$ cat src/rtl/i2c_master_rw.sv
// I2C master with multi-byte write/read bursts, ACK checking and open-drain SDA.
// Runs on ref_clk only; a quarter-bit tick enable paces every bus change.
module i2c_master_rw #(
    parameter int unsigned QDIV      = 125,
    parameter int unsigned MAX_BYTES = 4,
    parameter int unsigned LEN_W     = 3
) (
    input  logic                   ref_clk,
    input  logic                   reset_n,
    input  logic                   start,
    input  logic                   rw,
    input  logic [6:0]             addr,
    input  logic [LEN_W-1:0]       len,
    input  logic [8*MAX_BYTES-1:0] wdata,
    input  logic                   sda_i,
    output logic                   i2c_scl,
    output logic                   sda_drive_low,
    output logic [8*MAX_BYTES-1:0] rdata,
    output logic                   ready,
    output logic                   done,
    output logic                   nack_err,
    output logic [3:0]             o_state
);

    localparam int unsigned DIV_W = $clog2(QDIV);

    typedef enum logic [3:0] {
        StIdle    = 4'd0,
        StStart   = 4'd1,
        StAddr    = 4'd2,
        StAddrAck = 4'd3,
        StWdata   = 4'd4,
        StWack    = 4'd5,
        StRdata   = 4'd6,
        StRack    = 4'd7,
        StStop    = 4'd8,
        StDone    = 4'd9
    } state_e;

    state_e                 state_q, state_d;
    logic [DIV_W-1:0]       div_q;
    logic [1:0]             phase_q;
    logic [2:0]             bit_q;
    logic [LEN_W-1:0]       byte_q;
    logic [LEN_W-1:0]       last_q;
    logic                   rw_q;
    logic [6:0]             addr_q;
    logic [8*MAX_BYTES-1:0] wbuf_q;
    logic [7:0]             shift_q;
    logic                   samp_q;
    logic [LEN_W-1:0]       nbytes;
    logic [7:0]             tx_byte;
    logic                   tx_bit;
    logic                   tick;
    logic                   accept;
    logic                   bit_end;

    assign tick    = (div_q == DIV_W'(QDIV - 1));
    assign accept  = ready && start;
    assign bit_end = tick && (phase_q == 2'd3);
    assign o_state = state_q;
    assign tx_byte = (state_q == StAddr) ? {addr_q, rw_q} : wbuf_q[8*byte_q +: 8];
    assign tx_bit  = tx_byte[3'd7 - bit_q];

    // Byte count after mapping 0 to 1 and clamping to MAX_BYTES.
    always_comb begin
        if (len == '0) begin
            nbytes = LEN_W'(1);
        end else if (len > LEN_W'(MAX_BYTES)) begin
            nbytes = LEN_W'(MAX_BYTES);
        end else begin
            nbytes = len;
        end
    end

    // State register.
    always_ff @(posedge ref_clk) begin
        if (!reset_n) begin
            state_q <= StIdle;
        end else begin
            state_q <= state_d;
        end
    end

    // Next state: bus states advance only at the end of a bit (last quarter tick).
    always_comb begin
        state_d = state_q;
        case (state_q)
            StIdle:    if (start) state_d = StStart;
            StDone:    state_d = start ? StStart : StIdle;
            StStart:   if (bit_end) state_d = StAddr;
            StAddr:    if (bit_end && bit_q == 3'd7) state_d = StAddrAck;
            StAddrAck: if (bit_end) state_d = samp_q ? StStop : (rw_q ? StRdata : StWdata);
            StWdata:   if (bit_end && bit_q == 3'd7) state_d = StWack;
            StWack:    if (bit_end) state_d = (samp_q || byte_q == last_q) ? StStop : StWdata;
            StRdata:   if (bit_end && bit_q == 3'd7) state_d = StRack;
            StRack:    if (bit_end) state_d = (byte_q == last_q) ? StStop : StRdata;
            StStop:    if (bit_end) state_d = StDone;
            default:   state_d = StIdle;
        endcase
    end

    // Datapath: divider, phase/bit/byte counters, latched request, sampling and read storage.
    always_ff @(posedge ref_clk) begin
        if (!reset_n) begin
            div_q    <= '0;
            phase_q  <= 2'd0;
            bit_q    <= 3'd0;
            byte_q   <= '0;
            last_q   <= '0;
            rw_q     <= 1'b0;
            addr_q   <= 7'd0;
            wbuf_q   <= '0;
            shift_q  <= 8'd0;
            samp_q   <= 1'b0;
            rdata    <= '0;
            nack_err <= 1'b0;
        end else if (accept) begin
            div_q    <= '0;
            phase_q  <= 2'd0;
            bit_q    <= 3'd0;
            byte_q   <= '0;
            last_q   <= nbytes - LEN_W'(1);
            rw_q     <= rw;
            addr_q   <= addr;
            wbuf_q   <= wdata;
            nack_err <= 1'b0;
        end else if (state_q != StIdle) begin
            div_q <= tick ? '0 : div_q + 1'b1;
            if (tick) begin
                phase_q <= phase_q + 2'd1;
                // SDA is sampled at the end of the second SCL-high quarter.
                if (phase_q == 2'd2) begin
                    samp_q <= sda_i;
                    if (state_q == StRdata) shift_q <= {shift_q[6:0], sda_i};
                end
                if (phase_q == 2'd3) begin
                    case (state_q)
                        StAddr, StWdata: bit_q <= bit_q + 3'd1;
                        StRdata: begin
                            bit_q <= bit_q + 3'd1;
                            if (bit_q == 3'd7) rdata[8*byte_q +: 8] <= shift_q;
                        end
                        StAddrAck: if (samp_q) nack_err <= 1'b1;
                        StWack: begin
                            if (samp_q) nack_err <= 1'b1;
                            else        byte_q   <= byte_q + LEN_W'(1);
                        end
                        StRack:  byte_q <= byte_q + LEN_W'(1);
                        default: ;
                    endcase
                end
            end
        end
    end

    // Outputs: bus levels decoded from state and quarter phase.
    always_comb begin
        i2c_scl       = 1'b1;
        sda_drive_low = 1'b0;
        ready         = 1'b0;
        done          = 1'b0;
        case (state_q)
            StIdle: ready = 1'b1;
            StDone: begin
                ready = 1'b1;
                done  = 1'b1;
            end
            StStart: sda_drive_low = phase_q[1];
            StStop: begin
                i2c_scl       = (phase_q != 2'd0);
                sda_drive_low = !phase_q[1];
            end
            default: begin
                // Data/ACK bits: SCL high in the middle two quarters.
                i2c_scl = phase_q[0] ^ phase_q[1];
                case (state_q)
                    StAddr, StWdata: sda_drive_low = !tx_bit;
                    StRack:          sda_drive_low = (byte_q != last_q);
                    default:         sda_drive_low = 1'b0;
                endcase
            end
        endcase
    end

endmodule

$ cat config.mk
export PLATFORM = sky130hd
export DESIGN_NAME = i2c_master_rw
export DESIGN_NICKNAME = d
export VERILOG_FILES = /design/src/rtl/i2c_master_rw.sv
export SDC_FILE = /design/constraint.sdc
export NUM_CORES = 1
export LEC_CHECK = 0
export ABC_AREA = 1
export CORE_AREA = 2 2 114 88
export CTS_CLUSTER_DIAMETER = 100
export DETAILED_ROUTE_END_ITERATION = 10
export DIE_AREA = 0 0 116 90
export PLACE_DENSITY = 0.84
export SYNTH_ARGS = -nofsm -noshare
export SYNTH_HDL_FRONTEND = slang
export SYNTH_SLANG_ARGS = --single-unit
$ cat constraint.sdc
create_clock -name ref_clk -period 2.8 [get_ports ref_clk]
set_clock_uncertainty 0.05 [all_clocks]
set_input_delay 0.56 -clock ref_clk [delete_from_list [all_inputs] [get_ports ref_clk]]
set_output_delay 0.56 -clock ref_clk [all_outputs]
set_load 0.01 [all_outputs]
==> summary.txt <==
STA
  • Fin crit period: between 2 and 3 ns
  • Fin worst setup slack: roughly 0.19 ns
  • Final hold viol count: 0
  • Final Max Slew Viols: 0
  • Endpoints failing setup: 0
  • Final TNS setup: 0 ns
  • Fin crit share: slightly above 90%
  • Achievable clock frequency: between 300 and 400 MHz
  • Slew at the pin closest to its max-slew limit: 0.574 ns
  • Max transition margin: about 62%
  • RSZ-0062 raised after global routing: no

Detailed routing
  • Avg WL per Cell: around 14 microns
  • Drt drc: 0
  • Initial DRT Pass Iterations: 5
  • WL final: around 12000 microns
  • Vias: about 4600
  • Vias per std cell: slightly above 5
  • Antenna-violating nets left: 0
  • Initial DRC Count: between 200 and 300

Setup path
  • Required time of the critical path: about 2.2 ns
  • Startpoint types: register
  • CP max stage delay: 0.45 ns
  • Crit. End Element: output port
  • Crit-path cells: inv_2 > nor2_1 > nand2_1 > nand3_1 > nand2_1 > nand3_1 > nand3_1 > nand2_1 > nand2_1 > nand2_1 > nand3_1 > dlygate4sd2_1
  • Most common cell on crit path: nand2_1
  • CP Class: register to output port
  • Crit path DAT: roughly 2 ns
  • Crit path max fanout: 10
  • CP max stage cell: dfxtp_1

Clock network
  • Clock-pin slew on the worst setup and hold paths: roughly 0.070 ns
  • Clk_lat worst skew: approximately 0.35 ns
  • Total CTS buffers: 9
  • CTS tree: yes
  • CTS Buffer Depth: 2
  • Clk sinks: about 100
  • Clock Root Buffer: clkbuf_16
  • Max H-tree Level: 3

Layout
  • Fill cells: about 830
  • Layout area overhead: 28.2%
  • Most frequent cells in the layout: nand2_1 (109), dfxtp_1 (101), nor2_1 (94), clkdlybuf4s50_1 (86), o21ai_0 (74)
  • Share of layout cells above drive strength 1: about 7.3%
  • Number of diodes: 0
  • Most common cell after layout, fill and taps aside: nand2_1
  • Layout Nets: ~800
  • Post-route cell area: between 0.006 and 0.007 sq mm
  • Layout Cells excl Fill: ~880

GRT
  • Total GRT Usage: between 20% and 30%
  • Vias in the first global route: between 4000 and 5000
  • Initial antenna violation count: 0
  • Largest net degree at the start of global routing: 45
  • First-pass GRT wire length: ~20000 microns
  • Grt total ovfl: 0

Logic synthesis
  • Post-synth top area share: 43.7%
  • Synthesized Nets: between 700 and 800
  • Number of synthesized flops with an enable pin: 0
  • Yosys warns: 0
  • Cell taking the most area after synthesis: dfxtp_1
  • Mapped Cells: 657
  • Yosys cell types: 35
  • Avg Cell Area, Syn: 7.25 sq um
  • Register area share after synthesis: 43.7%
  • Post-synth top flop: dfxtp_1
  • Synth top area cells: dfxtp_1 (44%), nand2_1 (8.7%), o21ai_0 (7.8%)
  • Fraction of registers with async set/reset: 0%
  • Post-Synthesis Cell Area: 0.00476 sq mm
  • Synth Register Bits: between 100 and 150

Placed design
  • Hpwl dp: around 9000 microns
  • PortBufs: just under 90
  • Placed cell area: 0.00577 sq mm
  • Place WS: ~0.18 ns
  • GPL Wtd Cong: about 0.90
  • Placed insts: 860

Hold path
  • Hold crit path type: register to register

Floorplanning
  • Die Y: around 90 microns
  • Core Area: about 0.0094 sq mm
  • Row cnt: 31
  • Initial Util: about half
  • Die X: roughly 120 microns
  • Die area: approximately 0.010 sq mm
  • I/O pin cnt: 88

Flow run
  • # Max-Cap Violations: 0

Power and ir drop
  • Pwr Density: a little over 700 mW/mm^2
  • Peak VDD IR: ~0.40 mV
  • Leak: ~2.5 nW

Run status
  • Outcome: finished, final reports clean
flip-flops by register name (all words and copies together) (netlist names):
name and count:
wbuf_q 32, bit_q 3, phase_q 2, nack_err 1, shift_q 8, div_q 7
byte_q 3, rw_q 1, addr_q 7, o_state 4, last_q 3, samp_q 1
rdata 32
Yosys cell counts, types with 2 or more instances:
library cell	number
a211oi_1	13
a211oi_2	2
a21oi_1	57
a31oi_1	2
buf_1	2
buf_2	4
buf_4	6
clkbuf_1	19
dfxtp_1	104
ha_1	11
inv_1	68
inv_2	6
nand2_1	110
nand2_2	3
nand3_1	36
nand3b_1	5
nand4_1	6
nor2_1	94
nor2_2	3
nor2_4	2
nor3_1	4
nor3_4	2
o21ai_0	74
o21ai_1	5
o21bai_1	2
xnor2_1	4
xor2_1	5
cell type report:
type	count	area, sq um	area share [%]
clock buffers	10	229	3.75
well taps	132	165	2.71
repair buffers	102	986	16.2
multi-input cells	448	2260	37.0
inverters	74	280	4.59
clock inverters	6	98.8	1.62
flip-flops and latches	104	2090	34.2
path summary, 6_finish.rpt:
check / startpoint / endpoint / slack (ns) / cells after the start
hold reg to reg: wbuf_q[21] / wbuf_q[21] / 0.41 / 2
setup reg to reg: o_state[3] / shift_q[1] / 0.51 / 9
hold / removal: wbuf_q[21] / wbuf_q[21] / 0.41 / 2
setup / recovery: byte_q[1] / sda_drive_low / 0.19 / 12
critical path, delay by kind of cell (launching register included):
family                 cells  cell delay (ns)
AND/OR/NAND/NOR           10             0.75
flip-flops                 1             0.45
buffers and inverters      2             0.44
cells by family (layout without fill, tap and decap cells):
family	Yosys count	count (layout)	synth area share, %
AO/OA/AOI/OAI	159	159	18.1
XOR/XNOR	9	9	1.66
adder cells (fa/ha/maj)	11	11	2.89
buffers and inverters	105	192	8.86
flip-flops	104	104	43.7
AND/OR/NAND/NOR	269	269	24.8
power breakdown:
part	total (W)	leakage [nW]	internal [W]	switching, W
combinational	0.00112	1.46	0.000438	0.000684
clock	0.00138	0.157	0.000800	0.000580
sequential	0.00180	0.849	0.00168	0.000116
per-layer routing:
| metal | vias up | global-route usage [%] | wire [microns] |
|---|---|---|---|
| met5 | - | 0 | 0 |
| met4 | 0 | 6.25 | 137 |
| met3 | 18 | 4.52 | 701 |
| met2 | 134 | 38.3 | 5570 |
| met1 | 2099 | 33.4 | 5720 |
| li1 | 2302 | - | - |
metrics by stage:
| stage | utilization (%) | hold WS [ns] | power [W] |
|---|---|---|---|
| after detailed placement | 61.4 | 0.397 | 0.00293 |
| after CTS | 65.0 | 0.411 | 0.00431 |
| after global routing | 65.0 | 0.439 | 0.00453 |
| final | 65.0 | 0.410 | 0.00430 |
| after global placement | 61.4 | 0.393 | 0.00289 |
| after floorplan | - | 0.379 | 0.00256 |
what timing repair did:
| action | CTS | global route |
|---|---|---|
| gates resized for setup | 7 | 0 |
| endpoints found under the setup margin | 1 | 0 |
| buffers inserted | 0 | 0 |
| hold buffers | 0 | 0 |
Power figures use the tool's default switching activity.
